===== src/rtl/sa_result_drain_if.sv =====
// sa_result_drain_if -- bundle between the result-drain block and its host.
//   init, base_address_C     : start pulse and address of C[0][0]
//   res_valid/res_data/res_ready : one accumulator row from the systolic array
//   mem_we/mem_addr/mem_wdata    : one-word-per-cycle memory write port
//   complete                 : whole N x N matrix has been written
// master = host/array/memory side, slave = the drain block.
interface sa_result_drain_if #(
    parameter int N     = 5,
    parameter int ACC_W = 16,
    parameter int DW    = 8,
    parameter int AW    = 8
);
    logic                 init;
    logic [AW-1:0]        base_address_C;
    logic                 res_valid;
    logic [N*ACC_W-1:0]   res_data;
    logic                 res_ready;
    logic                 mem_we;
    logic [AW-1:0]        mem_addr;
    logic [DW-1:0]        mem_wdata;
    logic                 complete;

    modport master (
        output init, base_address_C, res_valid, res_data,
        input  res_ready, mem_we, mem_addr, mem_wdata, complete
    );

    modport slave (
        input  init, base_address_C, res_valid, res_data,
        output res_ready, mem_we, mem_addr, mem_wdata, complete
    );
endinterface


===== src/rtl/sa_result_drain.sv =====
// sa_result_drain -- drains an N x N systolic-array result matrix to memory.
// Each accepted row of N signed accumulators is written as N consecutive
// words at base + row*N + col (mod 2^AW), row-major, then 'complete' is held
// until the next init.
// Ports: clk, rst (synchronous, active-high), bus (sa_result_drain_if.slave).
// Build option: define SA_DRAIN_SATURATE_EN to clamp each accumulator to the
// signed DW-bit range before writing; otherwise the low DW bits are written.
module sa_result_drain #(
    parameter int N     = 5,
    parameter int ACC_W = 16,
    parameter int DW    = 8,
    parameter int AW    = 8
) (
    input logic               clk,
    input logic               rst,
    sa_result_drain_if.slave  bus
);
    localparam int CW = (N > 1) ? $clog2(N) : 1;
    localparam int RW = $clog2(N + 1);
    localparam logic [CW-1:0] LAST_COL = CW'(N - 1);
    localparam logic [RW-1:0] LAST_ROW = RW'(N - 1);
    localparam logic [AW-1:0] N_A      = AW'(N);

    typedef enum logic [1:0] {IDLE, WAIT_ROW, WRITE, DONE} state_t;

    state_t                    state, state_nxt;
    logic [CW-1:0]             col;
    logic [RW-1:0]             row;
    logic [AW-1:0]             base;
    logic [N-1:0][ACC_W-1:0]   row_buf;
    logic signed [ACC_W-1:0]   acc;
    logic [DW-1:0]             wdata;
    logic [AW-1:0]             addr;

    always_ff @(posedge clk) begin
        if (rst) state <= IDLE;
        else     state <= state_nxt;
    end

    always_ff @(posedge clk) begin
        if (rst) begin
            row     <= '0;
            col     <= '0;
            base    <= '0;
            row_buf <= '0;
        end else begin
            case (state)
                IDLE, DONE: if (bus.init) begin
                    base <= bus.base_address_C;
                    row  <= '0;
                    col  <= '0;
                end
                WAIT_ROW: if (bus.res_valid) begin
                    row_buf <= bus.res_data;
                    col     <= '0;
                end
                WRITE: begin
                    if (col == LAST_COL) begin
                        col <= '0;
                        row <= row + 1'b1;
                    end else begin
                        col <= col + 1'b1;
                    end
                end
                default: ;
            endcase
        end
    end

    // Address arithmetic is done in AW bits so it wraps naturally.
    assign addr = base + AW'(row) * N_A + AW'(col);
    assign acc  = row_buf[col];

`ifdef SA_DRAIN_SATURATE_EN
    localparam logic signed [ACC_W-1:0] SAT_HI = ACC_W'((2 ** (DW - 1)) - 1);
    localparam logic signed [ACC_W-1:0] SAT_LO = ACC_W'(-(2 ** (DW - 1)));
    always_comb begin
        wdata = acc[DW-1:0];
        if (acc > SAT_HI)      wdata = SAT_HI[DW-1:0];
        else if (acc < SAT_LO) wdata = SAT_LO[DW-1:0];
    end
`else
    logic unused_acc_hi;
    assign unused_acc_hi = ^acc[ACC_W-1:DW];
    assign wdata = acc[DW-1:0];
`endif

    always_comb begin
        state_nxt     = state;
        bus.res_ready = 1'b0;
        bus.mem_we    = 1'b0;
        bus.mem_addr  = '0;
        bus.mem_wdata = '0;
        bus.complete  = 1'b0;
        case (state)
            IDLE: if (bus.init) state_nxt = WAIT_ROW;
            WAIT_ROW: begin
                bus.res_ready = 1'b1;
                if (bus.res_valid) state_nxt = WRITE;
            end
            WRITE: begin
                bus.mem_we    = 1'b1;
                bus.mem_addr  = addr;
                bus.mem_wdata = wdata;
                if (col == LAST_COL)
                    state_nxt = (row == LAST_ROW) ? DONE : WAIT_ROW;
            end
            DONE: begin
                bus.complete = 1'b1;
                if (bus.init) state_nxt = WAIT_ROW;
            end
            default: state_nxt = IDLE;
        endcase
    end
endmodule


===== src/flat_wrapper.sv =====
// flat-port wrapper written by rule: the top's interface ports become plain ports
module sa_result_drain_flat 
#(
    parameter int N     = 5,
    parameter int ACC_W = 16,
    parameter int DW    = 8,
    parameter int AW    = 8
)
  (clk, rst, bus_init, bus_base_address_C, bus_res_valid, bus_res_data, bus_res_ready, bus_mem_we, bus_mem_addr, bus_mem_wdata, bus_complete);
  sa_result_drain_if #(.N(N), .ACC_W(ACC_W), .DW(DW), .AW(AW)) bus_i ();
  input logic clk;
  input logic rst;
  input wire logic [$bits(bus_i.init)-1:0] bus_init;
  input wire logic [$bits(bus_i.base_address_C)-1:0] bus_base_address_C;
  input wire logic [$bits(bus_i.res_valid)-1:0] bus_res_valid;
  input wire logic [$bits(bus_i.res_data)-1:0] bus_res_data;
  output wire logic [$bits(bus_i.res_ready)-1:0] bus_res_ready;
  output wire logic [$bits(bus_i.mem_we)-1:0] bus_mem_we;
  output wire logic [$bits(bus_i.mem_addr)-1:0] bus_mem_addr;
  output wire logic [$bits(bus_i.mem_wdata)-1:0] bus_mem_wdata;
  output wire logic [$bits(bus_i.complete)-1:0] bus_complete;
  assign bus_i.init = bus_init;
  assign bus_i.base_address_C = bus_base_address_C;
  assign bus_i.res_valid = bus_res_valid;
  assign bus_i.res_data = bus_res_data;
  assign bus_res_ready = bus_i.res_ready;
  assign bus_mem_we = bus_i.mem_we;
  assign bus_mem_addr = bus_i.mem_addr;
  assign bus_mem_wdata = bus_i.mem_wdata;
  assign bus_complete = bus_i.complete;
  sa_result_drain #(.N(N), .ACC_W(ACC_W), .DW(DW), .AW(AW)) u_core (.clk(clk), .rst(rst), .bus(bus_i));
endmodule

===== config.mk =====
export PLATFORM = sky130hd
export DESIGN_NAME = sa_result_drain_flat
export DESIGN_NICKNAME = d
export VERILOG_FILES = /design/src/rtl/sa_result_drain_if.sv /design/src/rtl/sa_result_drain.sv /design/src/flat_wrapper.sv
export SDC_FILE = /design/constraint.sdc
export NUM_CORES = 1
export LEC_CHECK = 0
export ABC_AREA = 1
export CAP_MARGIN = 40
export CORE_UTILIZATION = 45
export DETAILED_ROUTE_END_ITERATION = 8
export PLACE_DENSITY = 0.82
export SYNTH_ARGS = -nofsm -noshare
export SYNTH_HDL_FRONTEND = slang
export SYNTH_SLANG_ARGS = --single-unit

===== constraint.sdc =====
create_clock -name clk -period 3.18 [get_ports clk]
set_input_delay 0.477 -clock clk [delete_from_list [all_inputs] [get_ports clk]]
set_output_delay 0.477 -clock clk [all_outputs]
set_load 0.01 [all_outputs]

==> out/metrics.yaml, run 1 <==
antenna_found_initial: 0
seq_area_frac_synth_pct: 35.9
yosysUniqueCellTypes: 24
h-tree-depth: 2
finalHoldViolCount: 0
power_w: 0.00271
max_stage_delay_ns: 0.50
ys_warn_count: 0
coreArea_sq_um: 6760
root_buffer: "clkbuf_8"
grt-ovfl-total: 0
p_per_area_nw_per_um2: 656
post-place-ws_ns: -0.255
required_ns: 2.70
critPathArrivalTime_ns: 2.79
worst_slack_ns: -0.0821
final_nets: 634
cp-start-kind: "flop"
clock.fmax_mhz: 307
place.gp.congestion: 0.834
dp_cells: 586
drive_gt1_share_pct: 14.7
yosys.area.top_type: "dfxtp_1"
ir_drop_mv: 0.320
critPathCaptureType: "output port"
clk_path_buf_depth: 2
maxCapViolations: 0
setup_viol_count_final: 3
synth-edff-count: 0
finalCritPeriodShare_pct: 103
cts_tree: "yes"
slew_headroom_pct: 49.2
async_flop_share_pct: 0
clk_latency_ns: 0.32
rows: 30
die_h_um: 85.3
die_w_um: 85.3
dp_hpwl_mm: 5.49
synthTopCellsByArea: "dfxtp_1 (36%), nand2_1 (9.9%), ha_1 (9.2%)"
syn_inst: 442
io_pins: 111
totalWireLength_mm: 7.72
clk_pin_slew_ns: 0.11
start_util_pct: 46.2
syn-num-nets: 561
synthTopCellsByCount: "nand2_1 (82), inv_1 (66), dfxtp_1 (56)"
path_class: "flop to output port"
rsz0062_at_grt: "true"
cts_sinks: 56
routedWlPerCell_um: 13.0
yosysMostFrequentCell: "nand2_1"
synth_top_area_share_pct: 35.9
viasPerCell: 5.06
gr-usage-all-layers_pct: 21.5
outcome: "finished with violations"
synth_seq_cells: 56
tightestPinTransition_ns: 0.759
holdBufCountCts: 0
vias: 3017
crit_path_top_delay_cell: "fa_1"
finalCriticalPeriod_ns: 3.26
instances_no_fill: 596
critPathMaxFanout: 2
area_delta_synth_final_pct: 32.0
min_path_type: "flop to flop"
first_iter_violations: 115
cts_made_buffers: 5
violations: "setup timing"
crit_chain: "ha_4, ha_4, inv_2, fa_1, fa_2, inv_2, nand2_2, nand2_2, nand3_2, nand3_2, nand2_1, nor2_1, buf_2"
p_leak_nw: 1.80
num_antenna_cells: 0
ant_nets: 0
grt_start_max_net_pins: 52
syn-cell-area_sq_um: 3120
synth.avg_cell_area_sq_um: 7.07
fin_skew_ns: 0.00645
grt_pass1_wl_mm: 12.6
die-area_sq_um: 7280
holdWs_ns: 0.461
portBuffers: 70
drtPass1Iterations: 4
drv_slew: 0
drc: 0
first_global_vias: 2927
synth_ff_type: "dfxtp_1"
## cell families after synthesis
group	count (synthesis)	share of synthesized area [%]
flip-flops	56	35.9
AO/OA/AOI/OAI	104	16.7
AND/OR/NAND/NOR	165	23.5
adder cells (fa/ha/maj)	27	11.8
XOR/XNOR	1	0.280
buffers and inverters	89	11.9
## power breakdown
group | internal (W) | total (W) | switching (W)
Combinational | 0.000534 | 0.00134 | 0.000804
Clock | 0.000162 | 0.000417 | 0.000255
Sequential | 0.000871 | 0.000952 | 0.0000805
Total | 0.00157 | 0.00271 | 0.00114
## cell type report
type,instances,area (sq um)
fillers,609,2630
multi-input cells,297,1740
flip-flops and latches,56,1130
repair buffers,85,792
inverters,70,268
well taps,80,100
clock buffers,5,68.8
clock inverters,3,27.5
## path summary, 6_finish.rpt
kind | slack, ns | cells after the start | to | startpoint
worst max register to register | 1.25 | 6 | u_core.row_buf[7] | u_core.state[1]
worst max-delay path | -0.08 | 13 | bus_mem_addr[7] | u_core.row[2]
worst min register to register | 0.46 | 2 | u_core.row_buf[5] | u_core.row_buf[5]
worst min-delay path | 0.46 | 2 | u_core.row_buf[5] | u_core.row_buf[5]
## state kept, by name (all words and copies together) (netlist names)
register,flops
u_core.state,2
u_core.col,3
u_core.row,3
u_core.base,8
u_core.row_buf,40
## critical path: cells and delay by family (launching register included)
family | cells | cell delay [ns]
buf+inv | 3 | 0.22
simple gates | 6 | 0.44
flops | 1 | 0.37
fa+ha+maj | 4 | 1.42
## cell usage in the layout (no fill, tap or decap), drive strengths merged
cell type,count
nand2,91
inv,71
clkdlybuf4s50,64
dfxtp,56
a21oi,52
o21ai,52
nor2,44
nand3,26
ha,23
buf,19
clkbuf,6
fa,4
and2,2
nor3,1
or2,1
xnor2,1
clkinv,1
clkinvlp,1
clkdlybuf4s15,1
## per-layer routing
metal  part of all wire [%]  track usage (%)
met3                    4.6             3.11
met5                      0                0
met2                     53             41.5
met4                    1.9             6.36
met1                     40             24.4
## what timing repair did
| item | 4_1_cts | 5_1_grt |
|---|---|---|
| endpoints found under the setup margin | 6 | 5 |
| setup buffers | 1 | 1 |
| gates resized for setup | 36 | 15 |
| pin swaps | 7 | 10 |
## through the flow
stage	util [%]	TNS, ns	instance area (sq um)
after CTS	60.4	-0.141	4080
after global placement	58.0	-0.424	3920
after detailed placement	58.0	-0.772	3920
final	61.0	-0.140	4120
after floorplan	-	0	3120
after global routing	61.0	-0.556	4120
(Power assumes the default switching activity.)
==> run 2, diff against run 1 <==
--- a/config.mk
+++ b/config.mk
@@ -7,9 +7,10 @@
 export LEC_CHECK = 0
 export ABC_AREA = 1
 export CAP_MARGIN = 40
-export CORE_UTILIZATION = 45
+export CORE_UTILIZATION = 63
 export DETAILED_ROUTE_END_ITERATION = 8
-export PLACE_DENSITY = 0.82
+export DONT_BUFFER_PORTS = 1
+export PLACE_DENSITY = 0.81
 export SYNTH_ARGS = -nofsm -noshare
 export SYNTH_HDL_FRONTEND = slang
 export SYNTH_SLANG_ARGS = --single-unit
==> out/metrics.yaml, run 2 (synthesis gave the netlist of run 1 again) <==
outcome: "finished clean"  # was finished with violations
drtPass1Iterations: 4  # unchanged
routedWlPerCell_um: 14.6  # was 13.0 um
post-place-ws_ns: 0.142  # was -0.255 ns
cts_made_buffers: 5  # unchanged
wl_met2_mm: 3.62  # was 4.10 mm
h-tree-depth: 2  # unchanged
cts_sinks: 56  # unchanged
finalCritPeriodShare_pct: 99.8  # was 103%
viasPerCell: 5.49  # was 5.06
maxCapViolations: 0  # unchanged
path_class: "flop to output port"  # unchanged
slew_headroom_pct: 51.7  # was 49.2%
wl_met1_mm: 3.04  # was 3.12 mm
die_w_um: 72.4  # was 85.3 um
rows: 25  # was 30
first_iter_violations: 170  # was 115
highest_layer: "met4"  # unchanged
finalCriticalPeriod_ns: 3.17  # was 3.26 ns
critPathCaptureType: "output port"  # unchanged
grt_pass1_wl_mm: 11.2  # was 12.6 mm
clk_pin_slew_ns: 0.10  # was 0.11 ns
reg_top3: "u_core.row_buf (40), u_core.base (8)"  # unchanged
final_nets: 561  # was 634
clock.fmax_mhz: 315  # was 307 MHz
critPathLaunch: "u_core.row[0]"  # was u_core.row[2]
rr_endpoint: "u_core.row_buf[21]"  # was u_core.row_buf[7]
most-common-layout-cells: "nand2_1 (78), inv_1 (63), dfxtp_1 (52)"  # was nand2_1 (78), clkdlybuf4s50_1 (64), inv_1 (62)
io_pins: 111  # unchanged
reg2reg_slack_ns: 1.31  # was 1.25 ns
die_h_um: 72.4  # was 85.3 um
portBuffers: 0  # was 70
drive_gt1_share_pct: 16.0  # was 14.7%
largest_reg_flops: 40  # unchanged
coreArea_sq_um: 4750  # was 6760 sq um
gr-usage-all-layers_pct: 27.7  # was 21.5%
power_w: 0.00265  # was 0.00271 W
tightestPinTransition_ns: 0.725  # was 0.759 ns
first_global_vias: 2550  # was 2927
ant_nets: 0  # unchanged
worst_slack_ns: 0.00713  # was -0.0821 ns
grt_start_max_net_pins: 40  # was 52
nFillCells: 381  # was 609
crit_end: "bus_mem_addr[7]"  # unchanged
vias: 2799  # was 3017
grt-ovfl-total: 0  # unchanged
drc: 0  # unchanged
cts_tree: "yes"  # unchanged
regMostFlops: "u_core.row_buf"  # unchanged
utilization_pct: 72.7  # was 61.0%
fin_tns_setup_ns: 0  # was -0.140 ns
dp_hpwl_mm: 4.95  # was 5.49 mm
wl_met3_um: 589  # was 355 um
critPathMaxFanout: 4  # was 2
drv_slew: 0  # unchanged
area_delta_synth_final_pct: 10.7  # was 32.0%
critPathArrivalTime_ns: 2.70  # was 2.79 ns
min_path_type: "input pin to flop"  # was flop to flop
worstRegToRegCells: 6  # unchanged
fin_skew_ns: 0.00651  # was 0.00645 ns
required_ns: 2.70  # about the same
setup_viol_count_final: 0  # was 3
layout_commonest_cell: "nand2_1"  # unchanged
p_per_area_nw_per_um2: 765  # was 656 nW/um^2
p_leak_nw: 1.52  # was 1.80 nW
num_antenna_cells: 0  # unchanged
clk_latency_ns: 0.31  # was 0.32 ns
ir_drop_mv: 0.499  # was 0.320 mV
root_buffer: "clkbuf_8"  # unchanged
cp-start-kind: "flop"  # unchanged
clk_path_buf_depth: 2  # unchanged
totalWireLength_mm: 7.47  # was 7.72 mm
r2r_start: "u_core.state[1]"  # unchanged
die-area_sq_um: 5240  # was 7280 sq um
ff_latch_area_sq_um: 1130  # about the same
rsz0062_at_grt: "true"  # unchanged
start_util_pct: 65.7  # was 46.2%
place.gp.congestion: 0.825  # was 0.834
holdPathStages: 1  # was 2
multi_input_area_sq_um: 1750  # was 1740 sq um
finalHoldViolCount: 0  # unchanged
antenna_found_initial: 0  # unchanged
==> run 2: cell count changes in the layout (fill, tap and decap cells not counted), sizes merged <==
cell,delta
clkinv,-1
buf,-7
clkdlybuf4s50,-64
clkbuf,-1
bufinv,+1
clkdlybuf4s15,-1
==> run 2: area by class of cell <==
cell class	count	area share, %
multi-input combinational	297	50.7
sequential	56	32.6
inverter	70	7.75
timing repair buffer	12	3.18
tap	67	2.42
clock buffer	5	1.99
clock inverter	3	1.34
==> run 2: worst min path at each step <==
stage,start,to,slack [ns]
after detailed placement,u_core.row_buf[21],u_core.row_buf[21],0.44
after CTS,rst,u_core.row[1],0.20
after global placement,u_core.row_buf[5],u_core.row_buf[5],0.44
final,rst,u_core.row[1],0.21
after global routing,rst,u_core.col[1],0.19
after floorplan,u_core.row_buf[0],u_core.row_buf[0],0.43
==> run 2: worst max-delay path: stages, from the launching register on <==
cell     delay (ns)
dfxtp_4        0.38
ha_4           0.22
ha_4           0.26
inv_2          0.03
fa_1           0.50
fa_2           0.42
inv_2          0.07
nand2_2        0.06
nand2_2        0.07
nand3_2        0.08
nand3_2        0.08
nand2_2        0.06
nor2_4         0.13
==> run 2: power breakdown <==
part	internal [W]	total, W	switching, W
Clock	0.000238	0.000481	0.000243
Combinational	0.000402	0.00121	0.000806
Sequential	0.000872	0.000957	0.0000848
Total	0.00151	0.00265	0.00113
==> run 2: per-stage QoR <==
stage	instance area, sq um	instances	hold slack (ns)
3_5_place_dp	3180	498	0.443
4_1_cts	3370	509	0.201
6_report	3460	510	0.206
2_1_floorplan	3120	442	0.429
3_3_place_gp	3160	497	0.441
5_1_grt	3460	510	0.195
==> run 2: metal layers <==
layer  track usage, %  up-vias
li1                 -     1392
met1             33.4     1279
met2             48.5      109
met3             6.53       19
met4             8.93        0
met5                0        -
==> run 2: repair_timing <==
action / in CTS / in global routing
setup buffers: 3 / 1
endpoints found under the setup margin: 4 / 4
gates resized for setup: 13 / 18
pin swaps: 7 / 10
hold buffers: 0 / 0
==> run 3, diff against run 2 <==
--- a/config.mk
+++ b/config.mk
@@ -11,6 +11,7 @@
 export DETAILED_ROUTE_END_ITERATION = 8
 export DONT_BUFFER_PORTS = 1
 export PLACE_DENSITY = 0.81
+export SKIP_CTS_REPAIR_TIMING = 1
 export SYNTH_ARGS = -nofsm -noshare
 export SYNTH_HDL_FRONTEND = slang
 export SYNTH_SLANG_ARGS = --single-unit
==> constraint.sdc (replaced) <==
create_clock -name clk -period 3.5 [get_ports clk]
set_input_delay 0.525 -clock clk [delete_from_list [all_inputs] [get_ports clk]]
set_output_delay 0.525 -clock clk [all_outputs]
set_load 0.01 [all_outputs]
==> out/metrics.yaml, run 3 (synthesis gave the netlist of run 1 again) <==
outcome: "finished clean"  # unchanged
num_antenna_cells: 0  # unchanged
viasPerCell: 5.33  # was 5.49
crit_end: "bus_mem_addr[7]"  # unchanged
largest_reg_flops: 40  # unchanged
first_global_vias: 2519  # was 2550
cts_sinks: 56  # unchanged
layout_commonest_cell: "nand2_1"  # unchanged
routedWlPerCell_um: 13.2  # was 14.6 um
grt_pass1_wl_mm: 10.9  # was 11.2 mm
root_buffer: "clkbuf_8"  # unchanged
maxCapViolations: 0  # unchanged
most-common-layout-cells: "nand2_1 (82), inv_1 (66), dfxtp_1 (54)"  # was nand2_1 (78), inv_1 (63), dfxtp_1 (52)
rr_endpoint: "u_core.row_buf[7]"  # was u_core.row_buf[21]
finalCritPeriodShare_pct: 94.5
die-area_sq_um: 5240  # unchanged
drc: 0  # unchanged
area_delta_synth_final_pct: 4.37  # was 10.7%
reg2reg_slack_ns: 1.46  # was 1.31 ns
reg_top3: "u_core.row_buf (40), u_core.base (8)"  # unchanged
final_nets: 553  # was 561
totalWireLength_mm: 6.64  # was 7.47 mm
worst_slack_ns: 0.194  # was 0.00713 ns
critPathMaxFanout: 5  # was 4
clock.fmax_mhz: 302
coreArea_sq_um: 4750  # unchanged
first_iter_violations: 228  # was 170
clk_pin_slew_ns: 0.10  # about the same
tightestPinTransition_ns: 0.735  # was 0.725 ns
drv_slew: 0  # unchanged
antenna_found_initial: 0  # unchanged
nFillCells: 429  # was 381
start_util_pct: 65.7  # unchanged
cts_tree: "yes"  # unchanged
slew_headroom_pct: 50.8  # was 51.7%
p_per_area_nw_per_um2: 699  # was 765 nW/um^2
vias: 2674  # was 2799
regMostFlops: "u_core.row_buf"  # unchanged
grt_start_max_net_pins: 49  # was 40
critPathCaptureType: "output port"  # unchanged
critPathLaunch: "u_core.row[0]"  # unchanged
drtPass1Iterations: 4  # unchanged
portBuffers: 0  # unchanged
rows: 25  # unchanged
finalHoldViolCount: 0  # unchanged
post-place-ws_ns: 0.410  # was 0.142 ns
finalCriticalPeriod_ns: 3.31
io_pins: 111  # unchanged
die_h_um: 72.4  # unchanged
clk_path_buf_depth: 2  # unchanged
clk_latency_ns: 0.31  # about the same
p_leak_nw: 1.48  # was 1.52 nW
fin_skew_ns: 0.00549  # was 0.00651 ns
r2r_start: "u_core.state[1]"  # unchanged
gr-usage-all-layers_pct: 26.7  # was 27.7%
die_w_um: 72.4  # unchanged
ir_drop_mv: 0.559  # was 0.499 mV
h-tree-depth: 2  # unchanged
cp-start-kind: "flop"  # unchanged
fin_tns_setup_ns: 0  # unchanged
place.gp.congestion: 0.809  # was 0.825
path_class: "flop to output port"  # unchanged
drive_gt1_share_pct: 8.51  # was 16.0%
required_ns: 2.97  # was 2.70 ns
setup_viol_count_final: 0  # unchanged
grt-ovfl-total: 0  # unchanged
cts_made_buffers: 5  # unchanged
worstRegToRegCells: 6  # unchanged
ant_nets: 0  # unchanged
dp_hpwl_mm: 4.89  # was 4.95 mm
critPathArrivalTime_ns: 2.78  # was 2.70 ns
min_path_type: "input pin to flop"  # unchanged
==> run 3: layer usage <==
layer | track usage (%) | up-vias | share of wire (%)
met5 | 0 | - | 0
met4 | 10.5 | 0 | 2.1
met3 | 6.25 | 14 | 5.8
met2 | 45.2 | 76 | 48
met1 | 32.8 | 1209 | 44
li1 | - | 1375 | -
==> run 3: worst min path at each step <==
| stage | from | end | slack, ns | cells after the start |
|---|---|---|---|---|
| floorplan | u_core.row_buf[0] | u_core.row_buf[0] | 0.43 | 2 |
| global placement | u_core.row_buf[53] | u_core.row_buf[53] | 0.44 | 2 |
| detailed placement | u_core.row_buf[55] | u_core.row_buf[55] | 0.45 | 2 |
| CTS | rst | u_core.row[2] | 0.26 | 1 |
| global route | rst | u_core.row[2] | 0.25 | 1 |
| finish | rst | u_core.row[2] | 0.26 | 1 |
==> run 3: final cells by class <==
| type | count | area (sq um) | share of cell area [%] |
|---|---|---|---|
| clock inverter | 2 | 38.8 | 1.19 |
| tap | 67 | 83.8 | 2.57 |
| multi-input combinational | 297 | 1640 | 50.2 |
| sequential | 56 | 1120 | 34.5 |
| timing repair buffer | 4 | 37.5 | 1.15 |
| clock buffer | 6 | 72.6 | 2.23 |
| inverter | 70 | 268 | 8.21 |
==> run 3: report_power, final <==
part	switching, W	internal [W]	leakage, nW
Combinational	0.000673	0.000318	0.968
Sequential	0.0000686	0.000789	0.459
Clock	0.000212	0.000217	0.0558
==> run 3: worst max-delay path, cell delays in order, from the launching register on <==
cell     delay (ns)
dfxtp_2        0.36
ha_1           0.29
ha_1           0.28
inv_1          0.05
fa_1           0.49
fa_2           0.40
inv_1          0.06
nand2_1        0.06
nand2_1        0.07
nand3_1        0.09
nand3_1        0.08
nand2_1        0.06
nor2_2         0.18
==> run 3: through the flow <==
| step | cell area [sq um] | hold slack [ns] | utilization (%) | power, W | cells |
|---|---|---|---|---|---|
| after global routing | 3260 | 0.253 | 68.6 | 0.00248 | 502 |
| after global placement | 3130 | 0.442 | 65.8 | 0.00180 | 493 |
| after floorplan | 3120 | 0.429 | - | 0.00167 | 442 |
| after CTS | 3250 | 0.262 | 68.4 | 0.00228 | 502 |
| after detailed placement | 3140 | 0.445 | 66.1 | 0.00185 | 494 |
| final | 3260 | 0.262 | 68.6 | 0.00228 | 502 |
